--- config.mk ---
export PLATFORM = sky130hd
export DESIGN_NAME = mpc_mul_share_arbiter_flat
export DESIGN_NICKNAME = d
export VERILOG_FILES = /design/src/rtl/mpc_mul_share_arbiter_pkg.sv /design/src/rtl/mpc_mul_share_arbiter_if.sv /design/src/rtl/mpc_mul_share_arbiter_pipe.sv /design/src/rtl/mpc_mul_share_arbiter.sv /design/src/flat_wrapper.sv
export SDC_FILE = /design/constraint.sdc
export NUM_CORES = 1
export LEC_CHECK = 0
export ABC_AREA = 1
export CORE_UTILIZATION = 40
export DETAILED_ROUTE_END_ITERATION = 8
export PLACE_DENSITY = 0.69
export SYNTH_ARGS = -nofsm -noshare
export SYNTH_HDL_FRONTEND = slang
export SYNTH_SLANG_ARGS = --single-unit
--- constraint.sdc ---
create_clock -name clk -period 5.84 [get_ports clk]
set_input_delay 1.752 -clock clk [delete_from_list [all_inputs] [get_ports clk]]
set_output_delay 1.752 -clock clk [all_outputs]
set_load 0.02 [all_outputs]
--- src/rtl/mpc_mul_share_arbiter_pkg.sv ---
// Shared constants and types for the shared-multiplier arbiter.
// Operand widths are fixed; requester count and pipe depth are top-level parameters.
package mpc_mul_pkg;

  function automatic int clog2(input int v);
    int r;
    r = 0;
    while ((1 << r) < v) r++;
    return (r < 1) ? 1 : r;
  endfunction

  localparam int A_W         = 21;
  localparam int B_W         = 14;
  localparam int P_W         = A_W + B_W + 1;
  localparam int NREQ_DEF    = 4;
  localparam int MUL_LAT_DEF = 3;
  localparam int ID_W        = clog2(NREQ_DEF);

  typedef logic [ID_W-1:0] req_idx_t;

endpackage

--- src/rtl/mpc_mul_share_arbiter_if.sv ---
// Requester and result handshake bundle for the shared multiplier.
// Master is the requester/consumer side, slave is the arbiter.
interface mpc_mul_share_arbiter_if #(
  parameter int NREQ    = mpc_mul_pkg::NREQ_DEF,
  parameter int MUL_LAT = mpc_mul_pkg::MUL_LAT_DEF
);
  import mpc_mul_pkg::*;
  localparam int IDW  = clog2(NREQ);
  localparam int CNTW = clog2(MUL_LAT + 1);

  logic [NREQ-1:0]     req_valid;
  logic [NREQ*A_W-1:0] req_a;
  logic [NREQ*B_W-1:0] req_b;
  logic [NREQ-1:0]     req_ready;
  logic                res_valid;
  logic                res_ready;
  logic [P_W-1:0]      res_p;
  logic [IDW-1:0]      res_id;
  logic [CNTW-1:0]     inflight;

  modport master (
    output req_valid, req_a, req_b, res_ready,
    input  req_ready, res_valid, res_p, res_id, inflight
  );

  modport slave (
    input  req_valid, req_a, req_b, res_ready,
    output req_ready, res_valid, res_p, res_id, inflight
  );
endinterface

--- src/rtl/mpc_mul_share_arbiter_pipe.sv ---
// MUL_LAT-deep signed x unsigned multiply pipe; first stage captures operands.
// Every stage advances only on ce; data carries no reset.
module mpc_mul_pipe
  import mpc_mul_pkg::*;
#(
  parameter int MUL_LAT = MUL_LAT_DEF
) (
  input  logic                  clk,
  input  logic                  ce,
  input  logic signed [A_W-1:0] a,
  input  logic        [B_W-1:0] b,
  output logic signed [P_W-1:0] p
);
  logic signed [A_W-1:0] a_q, a_d;
  logic        [B_W-1:0] b_q, b_d;
  logic signed [P_W-1:0] p_q [MUL_LAT-1];
  logic signed [P_W-1:0] p_d [MUL_LAT-1];

  always_comb begin
    a_d = ce ? a : a_q;
    b_d = ce ? b : b_q;
    // b is zero-extended so it multiplies as a non-negative signed value
    p_d[0] = ce ? P_W'(a_q) * P_W'($signed({1'b0, b_q})) : p_q[0];
    for (int i = 1; i < MUL_LAT - 1; i++)
      p_d[i] = ce ? p_q[i-1] : p_q[i];
  end

  always_ff @(posedge clk) begin
    a_q <= a_d;
    b_q <= b_d;
    p_q <= p_d;
  end

  assign p = p_q[MUL_LAT-2];
endmodule

--- src/rtl/mpc_mul_share_arbiter.sv ---
// Round-robin arbiter sharing one pipelined multiplier among NREQ requesters.
// Tag/valid shift register tracks the data pipe; a single stall freezes everything.
module mpc_mul_share_arbiter
  import mpc_mul_pkg::*;
#(
  parameter int NREQ    = NREQ_DEF,
  parameter int MUL_LAT = MUL_LAT_DEF
) (
  input logic clk,
  input logic rst,
  mpc_mul_share_arbiter_if.slave bus
);
  localparam int IDW  = clog2(NREQ);
  localparam int CNTW = clog2(MUL_LAT + 1);

  logic [IDW-1:0]               rr_q, rr_d;
  logic [MUL_LAT-1:0]           vld_q, vld_d;
  logic [MUL_LAT-1:0][IDW-1:0]  tag_q, tag_d;
  logic [CNTW-1:0]              inflight_q, inflight_d;
  logic [NREQ-1:0]              gnt;
  logic [IDW-1:0]               g;
  logic                         found, ce, res_valid;
  logic signed [A_W-1:0]        a_sel;
  logic        [B_W-1:0]        b_sel;
  int                           idx;

  // Gated by rst so nothing leaks out (or stalls) during the reset cycle
  assign res_valid = vld_q[MUL_LAT-1] & ~rst;
  assign ce        = ~(res_valid & ~bus.res_ready);

  always_comb begin
    gnt   = '0;
    g     = '0;
    found = 1'b0;
    idx   = 0;
    for (int k = 0; k < NREQ; k++) begin
      idx = int'(rr_q) + k;
      if (idx >= NREQ) idx = idx - NREQ;
      if (!found && ce && !rst && bus.req_valid[idx]) begin
        found    = 1'b1;
        g        = IDW'(idx);
        gnt[idx] = 1'b1;
      end
    end
  end

  always_comb begin
    a_sel = bus.req_a[g*A_W +: A_W];
    b_sel = bus.req_b[g*B_W +: B_W];
    rr_d  = rr_q;
    if (found) rr_d = (int'(g) == NREQ - 1) ? '0 : g + 1'b1;
    vld_d = vld_q;
    tag_d = tag_q;
    if (ce) begin
      vld_d = {vld_q[MUL_LAT-2:0], found};
      tag_d = {tag_q[MUL_LAT-2:0], g};
    end
    inflight_d = inflight_q + CNTW'(found) - CNTW'(res_valid & bus.res_ready);
  end

  always_ff @(posedge clk) begin
    if (rst) begin
      rr_q       <= '0;
      vld_q      <= '0;
      tag_q      <= '0;
      inflight_q <= '0;
    end else begin
      rr_q       <= rr_d;
      vld_q      <= vld_d;
      tag_q      <= tag_d;
      inflight_q <= inflight_d;
    end
  end

  mpc_mul_pipe #(.MUL_LAT(MUL_LAT)) u_pipe (
    .clk (clk),
    .ce  (ce),
    .a   (a_sel),
    .b   (b_sel),
    .p   (bus.res_p)
  );

  assign bus.req_ready = gnt;
  assign bus.res_valid = res_valid;
  assign bus.res_id    = tag_q[MUL_LAT-1];
  assign bus.inflight  = inflight_q;
endmodule

--- src/flat_wrapper.sv ---
// flat-port wrapper written by rule: the top's interface ports become plain ports
module mpc_mul_share_arbiter_flat import mpc_mul_pkg::*;
#(
  parameter int NREQ    = NREQ_DEF,
  parameter int MUL_LAT = MUL_LAT_DEF
)
  (clk, rst, bus_req_valid, bus_req_a, bus_req_b, bus_res_ready, bus_req_ready, bus_res_valid, bus_res_p, bus_res_id, bus_inflight);
  mpc_mul_share_arbiter_if #(.NREQ(NREQ), .MUL_LAT(MUL_LAT)) bus_i ();
  input logic clk;
  input logic rst;
  input wire logic [$bits(bus_i.req_valid)-1:0] bus_req_valid;
  input wire logic [$bits(bus_i.req_a)-1:0] bus_req_a;
  input wire logic [$bits(bus_i.req_b)-1:0] bus_req_b;
  input wire logic [$bits(bus_i.res_ready)-1:0] bus_res_ready;
  output wire logic [$bits(bus_i.req_ready)-1:0] bus_req_ready;
  output wire logic [$bits(bus_i.res_valid)-1:0] bus_res_valid;
  output wire logic [$bits(bus_i.res_p)-1:0] bus_res_p;
  output wire logic [$bits(bus_i.res_id)-1:0] bus_res_id;
  output wire logic [$bits(bus_i.inflight)-1:0] bus_inflight;
  assign bus_i.req_valid = bus_req_valid;
  assign bus_i.req_a = bus_req_a;
  assign bus_i.req_b = bus_req_b;
  assign bus_i.res_ready = bus_res_ready;
  assign bus_req_ready = bus_i.req_ready;
  assign bus_res_valid = bus_i.res_valid;
  assign bus_res_p = bus_i.res_p;
  assign bus_res_id = bus_i.res_id;
  assign bus_inflight = bus_i.inflight;
  mpc_mul_share_arbiter #(.NREQ(NREQ), .MUL_LAT(MUL_LAT)) u_core (.clk(clk), .rst(rst), .bus(bus_i));
endmodule
==> results_dict.tcl, run 1 <==
set metrics [dict create \
    fp.dieW_microns 209 \
    max_freq_mhz 174 \
    critPathLaunch "u_core.u_pipe.a_q[20]$_DFFE_PN_" \
    ys_ff_latch 120 \
    cts_tree "yes" \
    drive_gt1_share_pct 14.0 \
    ant_nets 0 \
    worst_slack_ps 89.8 \
    fin_nets 2860 \
    end_kind "flip-flop" \
    grt_max_degree 78 \
    max_stage_delay_ps 590 \
    cp-endpoint "u_core.u_pipe.p_q[69]$_DFFE_PN_" \
    start_util_pct 40.7 \
    grt_pass1_wl_mm 69.3 \
    synth_cell_type_count 42 \
    drc 0 \
    relSlewSlack_pct 38.1 \
    drtPass1Iterations 5 \
    synth_area_leader_cell "fa_1" \
    crit_path_cell_trace "nand2_1, inv_1, fa_1, inv_1, fa_2, clkinvlp_4, buf_6, fa_1, fa_2, fa_1, inv_1, fa_1, inv_2, ha_4, nand2_2, buf_4, nor2_4, inv_2, nor2_1, inv_1, nor3_2, nand2_2, nand3_1, nand2_1" \
    finalMaxSlewViolations 0 \
    clockRootBuffer "clkbuf_16" \
    core_sq_um 42100 \
    dieArea_sq_um 43700 \
    yosysSeqAreaShare_pct 20.2 \
    via_per_inst 4.75 \
    syn_avg_cell_area_sq_um 8.30 \
    avgRoutedWirePerCell_microns 14.4 \
    critPathRequiredTime_ps 6020 \
    grt_usage_pct 19.9 \
    yosys_warnings 0 \
    cp.arrival_ps 5930 \
    rrSetupSlack_ps 90 \
    die_h_microns 209 \
    max_cap_viol_count 0 \
    crit_fanout 5 \
    setup_viol 0 \
    cts_buffers 17 \
    wirelength_mm 41.5 \
    area_delta_synth_final_pct 26.1 \
    r2r_start "u_core.u_pipe.a_q[20]$_DFFE_PN_" \
    synth_area_sq_um 17200 \
    critical_path_class "reg2reg" \
    clockBufferDepth 2 \
    worst_slew_pin_slew_ps 929 \
    io_buffers 191 \
    post-route-period-util_pct 98.5 \
    grt_overflow 0 \
    hold_slack_ps 418 \
    dp_hpwl_mm 34.6 \
    vias 13700 \
    startpoint_type "flip-flop" \
    nFillCells 3787 \
    min_path_type "reg2reg" \
    outcome "finished clean" \
    finalClockSkew_ps 10.3 \
    clk_pin_slew_worst_paths_ps 60 \
    cts_hold_buf 0 \
    slowest_stage "fa_2" \
    syn_inst 2067 \
    layout_min_cycle_time_ps 5750 \
    antenna_found_initial 0 \
    rsz0062_at_grt "true" \
    rows 75 \
    gp_congestion 0.947 \
    r2r-end "u_core.u_pipe.p_q[69]$_DFFE_PN_" \
    drt_iter0_drc 687 \
    ff2ff_path_depth 24 \
    clkLatencyLatePin_ps 420 \
    antennaDiodeCount 0 \
    pre_cts_ws_ps -67.3 \
    ioPinCount 192 \
    htreeDepth 4 \
    cts_sinks 120 \
    first_global_vias 14400 \
    ys_top_cells_by_area "fa_1, edfxtp_1, inv_1" \
    finalHoldViolations 0 \
    synthesis.nets 2587 \
    netlist.area_leader.share_pct 32.4 \
]
-- Yosys cell counts (all sizes together) --
| library cell | instances |
|---|---|
| a21boi | 2 |
| a21o | 6 |
| a21oi | 43 |
| a31o | 1 |
| a31oi | 3 |
| a32oi | 2 |
| buf | 61 |
| clkbuf | 49 |
| dfxtp | 13 |
| edfxtp | 107 |
| fa | 278 |
| ha | 95 |
| inv | 633 |
| nand2 | 519 |
| nand3 | 31 |
| nand3b | 1 |
| nand4 | 6 |
| nor2 | 58 |
| nor3 | 9 |
| nor4 | 1 |
| o2111ai | 2 |
| o211ai | 72 |
| o21a | 1 |
| o21ai | 33 |
| o21bai | 3 |
| o221ai | 1 |
| o22ai | 2 |
| xnor2 | 9 |
| xor2 | 26 |
-- state kept, by name (all words and copies together), names as in the netlist, named ones only --
name and cells:
u_core.bus.inflight 2, u_core.bus.res_id 2, u_core.rr_q 1, u_core.tag_q 4, u_core.u_pipe.a_q 21, u_core.u_pipe.b_q 14, u_core.u_pipe.p 36, u_core.u_pipe.p_q 36
u_core.vld_q 3
-- critical path, delay by kind of cell, from the launching register on --
| family | cells | cell delay (ps) |
|---|---|---|
| fa+ha+maj | 7 | 3460 |
| buf+inv | 9 | 840 |
| simple gates | 8 | 740 |
| flops | 1 | 470 |
-- layer usage --
layer	wire [microns]	vias up	part of all wire [%]	GRT usage, %
met5	0	-	0	0
met4	826	0	2.0	6.29
met3	2930	73	7.0	3.77
met2	20400	489	49	34.2
met1	17300	6619	42	25.1
li1	-	6553	-	-
-- cell families after synthesis --
| family | share of synthesized area [%] |
|---|---|
| AO/OA/AOI/OAI | 6.38 |
| XOR/XNOR | 1.79 |
| buffers and inverters | 17.7 |
| AND/OR/NAND/NOR | 14.6 |
| flip-flops | 20.2 |
| adder cells (fa/ha/maj) | 39.3 |
-- cell usage in the layout (no fill, tap or decap), types with 8 or more instances in the layout --
| cell type | count |
|---|---|
| inv_1 | 618 |
| nand2_1 | 493 |
| fa_1 | 274 |
| clkdlybuf4s50_1 | 187 |
| buf_4 | 156 |
| edfxtp_1 | 107 |
| ha_1 | 75 |
| o211ai_1 | 72 |
| nor2_1 | 39 |
| nand3_1 | 28 |
| xor2_1 | 25 |
| a21oi_2 | 22 |
| a21oi_1 | 21 |
| nand2_2 | 21 |
| o21ai_1 | 19 |
| ha_4 | 17 |
| clkbuf_16 | 17 |
| inv_2 | 13 |
| nor2_2 | 13 |
| o21ai_0 | 13 |
| dfxtp_1 | 13 |
| buf_12 | 11 |
| xnor2_1 | 8 |
-- through the flow --
| stage | setup TNS [ps] | utilization [%] | cells | cell area [sq um] |
|---|---|---|---|---|
| floorplan | 0 | - | 2067 | 17200 |
| global placement | -311 | 48.6 | 2851 | 20500 |
| detailed placement | -276 | 48.6 | 2851 | 20500 |
| CTS | 0 | 50.0 | 2883 | 21000 |
| global route | -908 | 51.4 | 2892 | 21600 |
| finish | 0 | 51.4 | 2892 | 21600 |
-- worst min path at each step --
stage                                                to                       startpoint  cells past startpoint
after floorplan            u_core.u_pipe.p[0]$_DFFE_PN_  u_core.u_pipe.p_q[36]$_DFFE_PN_                      0
after global placement     u_core.u_pipe.p[6]$_DFFE_PN_  u_core.u_pipe.p_q[42]$_DFFE_PN_                      0
after detailed placement  u_core.u_pipe.p[32]$_DFFE_PN_  u_core.u_pipe.p_q[68]$_DFFE_PN_                      0
after CTS                 u_core.u_pipe.p[32]$_DFFE_PN_  u_core.u_pipe.p_q[68]$_DFFE_PN_                      0
after global routing       u_core.u_pipe.p[7]$_DFFE_PN_  u_core.u_pipe.p_q[43]$_DFFE_PN_                      0
final                      u_core.u_pipe.p[4]$_DFFE_PN_  u_core.u_pipe.p_q[40]$_DFFE_PN_                      0
-- what timing repair did --
| item | in CTS | in global routing |
|---|---|---|
| cloned | 0 | 1 |
| pin swaps | 0 | 43 |
| endpoints found under the setup margin | 8 | 26 |
| setup buffers | 0 | 8 |
| resized for setup | 9 | 136 |
-- layout make-up --
type	count	area (sq um)	share of cell area, %
tap	539	674	3.12
sequential	120	3470	16.0
multi-input combinational	1204	11200	51.7
clock buffer	17	425	1.97
timing repair buffer	364	3380	15.6
inverter	633	2380	11.0
clock inverter	15	118	0.543
Power of run 1 is left out: the tool's default activity adds up to more than one toggle a clock period on the data nets, which glitch-free logic cannot reach.
==> run 2: changes to the inputs <==
--- a/config.mk
+++ b/config.mk
@@ -12,3 +12,4 @@
 export SYNTH_ARGS = -nofsm -noshare
 export SYNTH_HDL_FRONTEND = slang
 export SYNTH_SLANG_ARGS = --single-unit
+export TNS_END_PERCENT = 30
==> results_dict.tcl, run 2 (same netlist as run 1, synthesis figures left out) <==
set metrics [dict create \
    critPathRequiredTime_ps 6020 \
    cts_buffers 17 \
    gp_congestion 0.947 \
    finalHoldViolations 0 \
    rrSetupSlack_ps 90 \
    antennaDiodeCount 0 \
    post-place-cells 2851 \
    outcome "finished clean" \
    htreeDepth 4 \
    finalClockSkew_ps 9.50 \
    avgRoutedWirePerCell_microns 14.3 \
    via_per_inst 4.73 \
    post-route-period-util_pct 98.4 \
    grt_pass1_wl_mm 69.3 \
    setup_viol 0 \
    ff2ff_path_depth 24 \
    layout_commonest_cell "inv_1" \
    worst_slew_pin_slew_ps 918 \
    hold_depth 0 \
    antenna_found_initial 0 \
    clk_pin_slew_worst_paths_ps 60 \
    die_h_microns 209 \
    clockRootBuffer "clkbuf_16" \
    drive_gt1_share_pct 13.3 \
    cts_hold_buf 0 \
    grt_overflow 0 \
    core_sq_um 42100 \
    clockBufferDepth 2 \
    cp.arrival_ps 5930 \
    crit_fanout 5 \
    clkLatencyLatePin_ps 420 \
    rows 75 \
    io_buffers 191 \
    ioPinCount 192 \
    area_delta_synth_final_pct 25.6 \
    startpoint_type "flip-flop" \
    first_global_vias 14400 \
    dp_hpwl_mm 34.6 \
    wirelength_mm 41.4 \
    critical_path_class "reg2reg" \
    dieArea_sq_um 43700 \
    final_cell_mix "inv_1, nand2_1, fa_1" \
    rsz0062_at_grt "true" \
    fin_nets 2860 \
    ant_nets 0 \
    r2r-end "u_core.u_pipe.p_q[69]$_DFFE_PN_" \
    grt_max_degree 78 \
    cp-endpoint "u_core.u_pipe.p_q[69]$_DFFE_PN_" \
    drc 0 \
    finalMaxSlewViolations 0 \
    cts_sinks 120 \
    layout_min_cycle_time_ps 5750 \
    fp.dieW_microns 209 \
    drtPass1Iterations 6 \
    grt_usage_pct 19.9 \
    critPathLaunch "u_core.u_pipe.a_q[20]$_DFFE_PN_" \
    relSlewSlack_pct 38.8 \
    finalSetupTns_ps 0 \
    drt_iter0_drc 624 \
    fin_cells 2892 \
    min_path_type "reg2reg" \
    vias 13700 \
    max_freq_mhz 174 \
    final_util_pct 51.2 \
    cts_tree "yes" \
    start_util_pct 40.7 \
    nFillCells 3799 \
    max_cap_viol_count 0 \
    r2r_start "u_core.u_pipe.a_q[20]$_DFFE_PN_" \
    hold_slack_ps 418 \
    end_kind "flip-flop" \
]
[run 2: changes by cell type in the layout (fill, tap and decap cells not counted), moves of 2 or more]
cell / delta
o21ai_0: +2
o21ai_1: -2
nor2_2: -2
nand2_4: -2
nand2_2: -2
ha_4: -2
nand2_1: +4
nor2_1: +3
inv_1: +3
ha_1: +2
inv_2: -3
[run 2: what timing repair did]
action                     in CTS  in global routing
pin swaps                       0                 38
cloned                          0                  1
buffers inserted                0                  8
gates resized for setup         8                115
setup endpoints to repair       8                 26
[run 2: final cells by class]
| cell class | count | area (sq um) | area share, % |
|---|---|---|---|
| inverters | 633 | 2380 | 11.1 |
| repair buffers | 364 | 3380 | 15.7 |
| clock buffers | 17 | 425 | 1.97 |
| clock inverters | 15 | 118 | 0.546 |
| flip-flops and latches | 120 | 3470 | 16.1 |
| well taps | 539 | 674 | 3.13 |
| multi-input cells | 1204 | 11100 | 51.5 |
[run 2: per-layer routing]
| metal | share of wire [%] | routed length (microns) | up-vias | track usage [%] |
|---|---|---|---|---|
| met4 | 1.9 | 780 | 0 | 6.29 |
| met1 | 42 | 17400 | 6600 | 25.1 |
| li1 | - | - | 6552 | - |
| met3 | 6.9 | 2840 | 64 | 3.77 |
| met5 | 0 | 0 | - | 0 |
| met2 | 49 | 20300 | 471 | 34.2 |
[run 2: stage by stage]
step	worst slack [ps]	instance area [sq um]
CTS	-16.0	21000
floorplan	31.4	17200
detailed placement	-67.3	20500
global placement	-139	20500
global route	-141	21600
finish	93.2	21600
[run 2: how the worst min path moves through the flow]
stage | start | end | slack, ps
6_report | u_core.u_pipe.p_q[68]$_DFFE_PN_ | u_core.u_pipe.p[32]$_DFFE_PN_ | 420
5_1_grt | u_core.u_pipe.p_q[43]$_DFFE_PN_ | u_core.u_pipe.p[7]$_DFFE_PN_ | 420
4_1_cts | u_core.u_pipe.p_q[68]$_DFFE_PN_ | u_core.u_pipe.p[32]$_DFFE_PN_ | 420
3_5_place_dp | u_core.u_pipe.p_q[68]$_DFFE_PN_ | u_core.u_pipe.p[32]$_DFFE_PN_ | 400
3_3_place_gp | u_core.u_pipe.p_q[42]$_DFFE_PN_ | u_core.u_pipe.p[6]$_DFFE_PN_ | 400
2_1_floorplan | u_core.u_pipe.p_q[36]$_DFFE_PN_ | u_core.u_pipe.p[0]$_DFFE_PN_ | 400
[run 2: critical path, cell delays in order (launching register included)]
cell        delay, ps
edfxtp_1          470
nand2_1           100
inv_1              60
fa_1              550
inv_1              60
fa_2              590
clkinvlp_4        190
buf_6             160
fa_1              540
fa_2              470
fa_1              540
inv_1              50
fa_1              490
inv_2              50
ha_4              290
nand2_2            70
buf_4             140
nor2_4             70
inv_2              50
nor2_1             80
inv_1              70
nor3_2            170
nand2_2           100
nand3_1            90
nand2_1            60
Power of run 2 is left out for the same reason.
